==> src/rtl/tpuv2_ctrl.sv <==
// Host-bus front end and matmul sequencer for the second-generation TPU.
// Decodes host beats into memA/memB/systolic_array control and runs the CLR/RUN/DONE sequence.
module tpuv2_ctrl #(
  parameter int BITS_AB = 8,
  parameter int BITS_C  = 16,
  parameter int DIM     = 8,
  parameter int ADDRW   = 16,
  parameter int DATAW   = 64,
  localparam int RW     = (DIM > 1) ? $clog2(DIM) : 1
) (
  input  logic                    clk,
  input  logic                    rst,
  input  logic                    req,
  input  logic                    r_w,
  input  logic [ADDRW-1:0]        addr,
  input  logic [DATAW-1:0]        dataIn,
  output logic [DATAW-1:0]        dataOut,
  output logic                    rd_valid,
  output logic                    memA_en,
  output logic                    memA_WrEn,
  output logic [RW-1:0]           Arow,
  output logic                    memB_en,
  output logic [DIM*BITS_AB-1:0]  ab_data,
  output logic                    zero_pad_AB,
  output logic                    sys_en,
  output logic                    sys_WrEn,
  output logic                    sys_clr,
  output logic [RW-1:0]           Crow,
  output logic [DIM*BITS_C-1:0]   Cin,
  input  logic [DIM*BITS_C-1:0]   Cout,
  output logic                    busy,
  output logic                    done_irq,
  output logic [1:0]              state_dbg
);

  localparam int CBEATS = DIM * BITS_C / DATAW;
  localparam int STRIDE = DATAW / 8;
  localparam int MC     = 3 * DIM - 2;
  localparam int TW     = (MC > 1) ? $clog2(MC) : 1;
  localparam int KW     = (CBEATS > 1) ? $clog2(CBEATS) : 1;

  localparam logic [1:0] S_IDLE = 2'd0;
  localparam logic [1:0] S_CLR  = 2'd1;
  localparam logic [1:0] S_RUN  = 2'd2;
  localparam logic [1:0] S_DONE = 2'd3;

  logic [1:0]       state;
  logic [TW-1:0]    timer;
  logic             done_q;
  logic             err_q;
  logic [DATAW-1:0] stage_q [CBEATS];

  logic [7:0]       ofs;
  logic [7:0]       idx;
  logic [ADDRW-9:0] page;
  logic             aligned;
  logic             hit_a, hit_b, hit_c, hit_ctrl, hit_stat;
  logic             go, allow, err_set;
  logic             wr_a, wr_b, wr_c, rd_c, wr_ctrl, wr_stat, start;
  logic [RW-1:0]    c_row;
  logic [KW-1:0]    c_k;
  logic             c_last;
  logic [DATAW-1:0] rdata;

  // Host handshake: a beat is accepted whenever req=1 (no backpressure); a read beat
  // always returns exactly one rd_valid pulse on the following cycle with dataOut.
  assign ofs     = addr[7:0];
  assign page    = addr[ADDRW-1:8];
  assign aligned = (addr & ADDRW'(STRIDE - 1)) == '0;
  assign idx     = ofs >> $clog2(STRIDE);
  assign c_row   = RW'(idx / CBEATS);
  assign c_k     = KW'(idx % CBEATS);
  assign c_last  = c_k == KW'(CBEATS - 1);

  assign hit_a    = aligned && page == (ADDRW-8)'(1) && idx < 8'(DIM);
  assign hit_b    = aligned && page == (ADDRW-8)'(2) && idx < 8'(DIM);
  assign hit_c    = aligned && page == (ADDRW-8)'(3) && idx < 8'(DIM * CBEATS);
  assign hit_ctrl = addr == ADDRW'(16'h0400);
  assign hit_stat = addr == ADDRW'(16'h0408);

  assign busy    = state != S_IDLE;
  assign go      = req && !rst;
  assign allow   = go && !busy;
  // Array-side accesses collide with a running matmul; only STATUS stays reachable.
  assign err_set = go && busy && (hit_a || hit_b || hit_c || hit_ctrl);

  assign wr_a    = allow && r_w && hit_a;
  assign wr_b    = allow && r_w && hit_b;
  assign wr_c    = allow && r_w && hit_c;
  assign rd_c    = allow && !r_w && hit_c;
  assign wr_ctrl = allow && r_w && hit_ctrl;
  assign wr_stat = go && r_w && hit_stat;
  assign start   = wr_ctrl && dataIn[0];

  assign sys_clr     = state == S_CLR;
  assign sys_en      = state == S_RUN;
  assign memA_en     = sys_en;
  assign zero_pad_AB = sys_en;
  assign memB_en     = sys_en || wr_b;
  assign memA_WrEn   = wr_a;
  assign Arow        = wr_a ? RW'(idx) : '0;
  assign ab_data     = (wr_a || wr_b) ? dataIn[DIM*BITS_AB-1:0] : '0;
  assign sys_WrEn    = wr_c && c_last;
  assign Crow        = (wr_c || rd_c) ? c_row : '0;
  assign done_irq    = state == S_DONE;
  assign state_dbg   = state;

  always_comb begin
    Cin = '0;
    if (sys_WrEn) begin
      for (int k = 0; k < CBEATS; k++) begin
        Cin[k*DATAW +: DATAW] = (k == CBEATS - 1) ? dataIn : stage_q[k];
      end
    end
  end

  always_comb begin
    rdata = '0;
    if (go && hit_stat) rdata = DATAW'({err_q, done_q, busy});
    else if (rd_c)      rdata = Cout[c_k*DATAW +: DATAW];
  end

  always_ff @(posedge clk or posedge rst) begin
    if (rst) begin
      state <= S_IDLE;
    end else begin
      case (state)
        S_IDLE:  if (start) state <= dataIn[1] ? S_RUN : S_CLR;
        S_CLR:   state <= S_RUN;
        S_RUN:   if (timer == TW'(MC - 1)) state <= S_DONE;
        S_DONE:  state <= S_IDLE;
        default: state <= S_IDLE;
      endcase
    end
  end

  always_ff @(posedge clk or posedge rst) begin
    if (rst) timer <= '0;
    else     timer <= (state == S_RUN) ? timer + TW'(1) : '0;
  end

  always_ff @(posedge clk or posedge rst) begin
    if (rst) begin
      done_q   <= 1'b0;
      err_q    <= 1'b0;
      dataOut  <= '0;
      rd_valid <= 1'b0;
      for (int k = 0; k < CBEATS; k++) stage_q[k] <= '0;
    end else begin
      // Setting the sticky done flag takes priority over a same-cycle clear.
      if (state == S_DONE)             done_q <= 1'b1;
      else if (wr_stat && dataIn[1])   done_q <= 1'b0;
      if (err_set)                     err_q  <= 1'b1;
      else if (wr_stat && dataIn[2])   err_q  <= 1'b0;
      if (wr_c && !c_last)             stage_q[c_k] <= dataIn;
      rd_valid <= go && !r_w;
      dataOut  <= rdata;
    end
  end

endmodule
==> config.mk <==
export PLATFORM = sky130hd
export DESIGN_NAME = tpuv2_ctrl
export DESIGN_NICKNAME = d
export VERILOG_FILES = /design/src/rtl/tpuv2_ctrl.sv
export SDC_FILE = /design/constraint.sdc
export NUM_CORES = 1
export LEC_CHECK = 0
export ABC_CLOCK_PERIOD_IN_PS = 6300
export CORE_AREA = 2 2 188 190
export DETAILED_ROUTE_END_ITERATION = 8
export DIE_AREA = 0 0 190 192
export GPL_TIMING_DRIVEN = 0
export PLACE_DENSITY = 0.59
export SETUP_SLACK_MARGIN = 0.1
export SLEW_MARGIN = 20
export SYNTH_ARGS = -nofsm -noshare
export SYNTH_HDL_FRONTEND = slang
export SYNTH_SLANG_ARGS = --single-unit
==> constraint.sdc <==
create_clock -name clk -period 6.3 [get_ports clk]
set_input_delay 1.89 -clock clk [delete_from_list [all_inputs] [get_ports clk]]
set_output_delay 1.89 -clock clk [all_outputs]
set_load 0.05 [all_outputs]
Yosys cells after proc, flatten, opt, wreduce, memory -nomap -nowiden
Cells that the tools add are included.

Bitwise logic cells: 1. $lt $le $gt $ge: 4. Reductions and logical operators: 43. Mux-type cells: 18. Add/sub/neg operators: 1. Eq/ne operators: 11. Shift operators: 1.

Operators by type and width (count): $mux W64 (4); $bwmux W128 (1); $mux W128 (1); $shiftx A128 B8 Y64 (1); $demux W64 S1 (1); $eq A16 B11 Y1 const B (2); $logic_and A1 B1 Y1 (27); $eq A8 B2 Y1 const B (2); $logic_not A16 Y1 (1); $eq A8 B1 Y1 const B (1); $pmux W2 S4 (1); $logic_or A1 B1 Y1 (6); $mux W2 (3); $mux W3 (2); $reduce_bool A2 Y1 (3); $add A5 B1 Y5 const B (1); $eq A5 B5 Y1 const B (1); $lt A5 B4 Y1 const B (1); $lt A5 B5 Y1 const B (1); $mux W5 (1); $eq A2 B2 Y1 const B (2); $logic_not A1 Y1 (4); $mux W1 (4); $eq A2 B1 Y1 const B (1); 7 further kinds (7).

Flip-flop bits (word level): 202. Output and inout port bits: 274. Input port bits: 212. Word-level logic and storage cells: 87.

Longest topological paths before layout
Word-level depth: 8. Depth in mapped cells: 8. Depth with buffers taken out: 6.

Worst setup path before layout
OpenSTA, ideal clock, no wires.

Kind: in2out. Start: input addr[1]. End: output Arow[0]. Data required time: 4.410 ns. Cell stages on the path: 4. Data arrival time: 4.848 ns. Slack: -0.438 ns. Cell sequence: nor3_1 nand4_2 nor4b_1 and2_1.

Cells in the longest elaborated chain, start to end: 5.

Ends and longest elaborated chain: from (decl) (line 15) `input logic [ADDRW-1:0] addr,`; $logic_not A16 Y1 (line 69) `assign aligned = (addr & ADDRW'(STRIDE - 1)) == '0;`; $logic_and A1 B1 Y1 (2 in a row) (line 75) `assign hit_a = aligned && page == (ADDRW-8)'(1) && idx < 8'(DIM);`; $logic_and A1 B1 Y1 (line 87) `assign wr_a = allow && r_w && hit_a;`; via memA_WrEn (line 20) `output logic memA_WrEn,`; $mux W3 (line 101) `assign Arow = wr_a ? RW'(idx) : '0;`; to (decl) (line 21) `output logic [RW-1:0] Arow,`.

The timed path passes the listed nets, and every way through them passes these cells.

Worst setup path in the final report
Start: input rst. End: output Arow[0].

Cells in the longest elaborated chain, start to end: 6.

Ends and longest elaborated chain: from (decl) (line 12) `input logic rst,`; $logic_not A1 Y1 (no line); $logic_and A1 B1 Y1 (line 82) `assign go = req && !rst;`; $logic_and A1 B1 Y1 (line 83) `assign allow = go && !busy;`; $logic_and A1 B1 Y1 (2 in a row) (line 87); $mux W3 (line 101).

No other way between the ends.

==> out/results.ini <==
[synthesis]
synth_commonest_cells=dfrtp_1, and2_1, nor2_1, mux2i_1, nor4b_1
muxShareOfSynthArea_pct=19.41
synth_cell_types=38
netlist.area_leader.share_pct=47.80
yosysMostFrequentCell=dfrtp_1
synth_seq_area_share_pct=47.80
synth_compound_area_share_pct=1.264
synthAdderAreaFrac_pct=1.212
synth_area_leader_cell=dfrtp_1
synth.net_count=872
ys_ff_latch=138
avgSynthCellArea_um2=11.06
ys.flop_type=dfrtp_1
synth-simple-area-share_pct=25.49
syn_inst=653
synth_edf_count=0
synth_top_family_by_area=simple AND/OR/NAND/NOR gates
yosysWarnings=0
synth_area_leaders=dfrtp_1, and2_1, mux2_2, mux2i_1, nor4b_1
syn_area_mm2=0.007224
synth_xor_area_share_pct=0.4849
async_reset_ff_share_pct=100.0

[sta]
maxSlewHeadroom_pct=39.33
tightest_slew_ps=907.1
hold_violations=0
skew_ps=8.491
fin_crit_ps=6124
drv_slew=0
setup_viol=0
max_freq_ghz=0.1633
holdWs_ps=478.2
rsz0062_at_grt=yes
fin_crit_sh_pct=97.20

[setup_path]
cp-start-kind=input port
path_class=input port to output port
endpoint_kind=output port
required_ps=4410
arrival_ps=4230
r2r_start=state_dbg[1]$_DFFE_PP0P_
crit_start=rst
reg2reg_slack_ps=3520
worst-path-max-fanout=5

[worst_hold_path]
hold_path.class=flip-flop to flip-flop
worst_hold_startpoint=stage_q[98]$_DFFE_PP0P_

[floorplanning]
initial_core_util_pct=21.07
die_w_um=190
io-pin-count=486
rows=68
die_area_mm2=0.03648
chipHeight_um=192
design.core.area_mm2=0.03429

[clocking]
numCtsBuffers=17
clock_path_buffers=2
htreeDepth=4
cts_tree=yes
path_clk_slew_ps=60
clk_latency_ps=430
cts_sinks=138
clockRootBuffer=clkbuf_16
holdBufCountCts=0

[detailed_routing]
drc=0
wl_per_cell_um=19.14
vias=6908
drtIter0Drc=219
vias_per_cell=4.248
final_antenna_net_count=0
firstDrtPassIters=4
drt-total-wl_mm=31.12

[global_route]
grt_pass1_vias=7271
grt_max_degree=78
antenna_found_initial=1
grt_use_total_pct=16.69
grt_overflow=0
grt_first_pass_wirelength_mm=44.99

[cells_and_area]
area_growth_pct=76.31
antenna_cells=0
nets=1377
drive_gt1_share_pct=29.04
fillers=3517
layout.cells.non_filler=1626

[job]
drv_cap=0

[power_and_ir_drop]
comb_power_share_pct=21.7
p_sw_mw=0.7597
peakVddDrop_mv=0.1554
clockPowerShare_pct=41.4
leakagePower_nw=6.146
p_int_mw=1.703
swShare_pct=30.85
seqPwrFrac_pct=36.9
power_mw=2.462
p_per_area_mw_per_mm2=193.3

[placed_design]
numPortBuffers=482
gp_congestion=0.8454
placed_cells=1592
dpl.hpwl_mm=25.05

[status]
status=finished, final reports clean

==> critical path, stage by stage <==
cell	delay, ps
clkdlybuf4s50_1	530
and4b_1	410
nand4_4	200
nor4b_4	500
and2_1	200
clkdlybuf4s15_1	500
==> sequential cells by signal (all words and copies together) (netlist names) <==
| name | cells |
|---|---|
| dataOut | 64 |
| rd_valid | 1 |
| err_q | 1 |
| state_dbg | 2 |
| stage_q | 64 |
| done_q | 1 |
| timer | 5 |
==> placed cells by master (no fill, tap or decap), types with 5 or more instances in the layout <==
cell / netlist / routed
and2_1: 133 / 133
buf_1: 15 / 10
buf_2: 4 / 136
buf_4: 2 / 16
buf_6: 6 / 7
clkbuf_1: 32 / 15
clkbuf_16: 0 / 17
clkbuf_2: 0 / 21
clkbuf_4: 0 / 24
clkdlybuf4s15_2: 0 / 14
clkdlybuf4s50_1: 0 / 281
dfrtp_1: 138 / 138
dlygate4sd2_1: 0 / 12
ha_1: 7 / 7
inv_1: 8 / 7
inv_6: 0 / 7
mux2_2: 61 / 61
mux2i_1: 67 / 67
nand2_1: 5 / 5
nor2_1: 69 / 69
nor4b_1: 66 / 47
nor4b_2: 0 / 16
==> power groups by stage <==
stage | clock network, mW | registers [mW] | logic (mW)
final | 1.02 | 0.910 | 0.534
after global routing | 1.09 | 0.911 | 0.572
after CTS | 1.05 | 0.910 | 0.539
after detailed placement | 0 | 0.927 | 0.535
after global placement | 0 | 0.927 | 0.524
after floorplan | 0 | 0.948 | 0.251
==> area by class of cell <==
cell class                 count  area (um2)  share of cell area, %
tap                          455       569.3                  4.470
multi-input combinational    447        3642                  28.60
clock inverter                15       152.6                  1.198
timing repair buffer         486        4125                  32.39
inverter                       9       41.29                 0.3242
clock buffer                  17       425.4                  3.340
buffer                        59       327.8                  2.574
sequential                   138        3453                  27.11
==> cells by family after synthesis <==
family,Yosys count
flops,138
xor+xnor,4
fa+ha+maj,7
simple gates,292
buf+inv,68
compound gates,12
mux,132
==> per-layer routing <==
layer  up-vias  track usage, %  routed length [um]
met5         -               0                  13
met4         2           5.426                 685
met3        27           5.317                2632
met2       341           30.12               15720
met1      3279           18.55               12070
li1       3259               -                   -
==> timing repair <==
| item | in CTS | in global routing |
|---|---|---|
| endpoints found under the setup margin | 201 | 197 |
| pin swaps | 1 | 0 |
| resized for setup | 748 | 293 |
| buffers inserted | 2 | 0 |
==> final timing paths <==
check | to | cells past startpoint
max reg2reg | stage_q[123]$_DFFE_PP0P_ | 7
min reg2reg | stage_q[98]$_DFFE_PP0P_ | 1
min | stage_q[98]$_DFFE_PP0P_ | 1
max | Arow[0] | 6
min in group asynchronous | rd_valid$_DFF_PP0_ | 2
max in group asynchronous | dataOut[57]$_DFF_PP0_ | 3
==> through the flow <==
stage	util, %	setup slack, ps	area (um2)	TNS, ps
2_1_floorplan	-	-113.4	7287	-5670
3_3_place_gp	36.98	-1503	12680	-382430
3_5_place_dp	37.14	-1350	12730	-180180
4_1_cts	38.92	33.29	13340	0
5_1_grt	37.15	48.23	12740	0
6_report	37.15	176.3	12740	0
No activity file was read; power rests on OpenSTA's default activity.
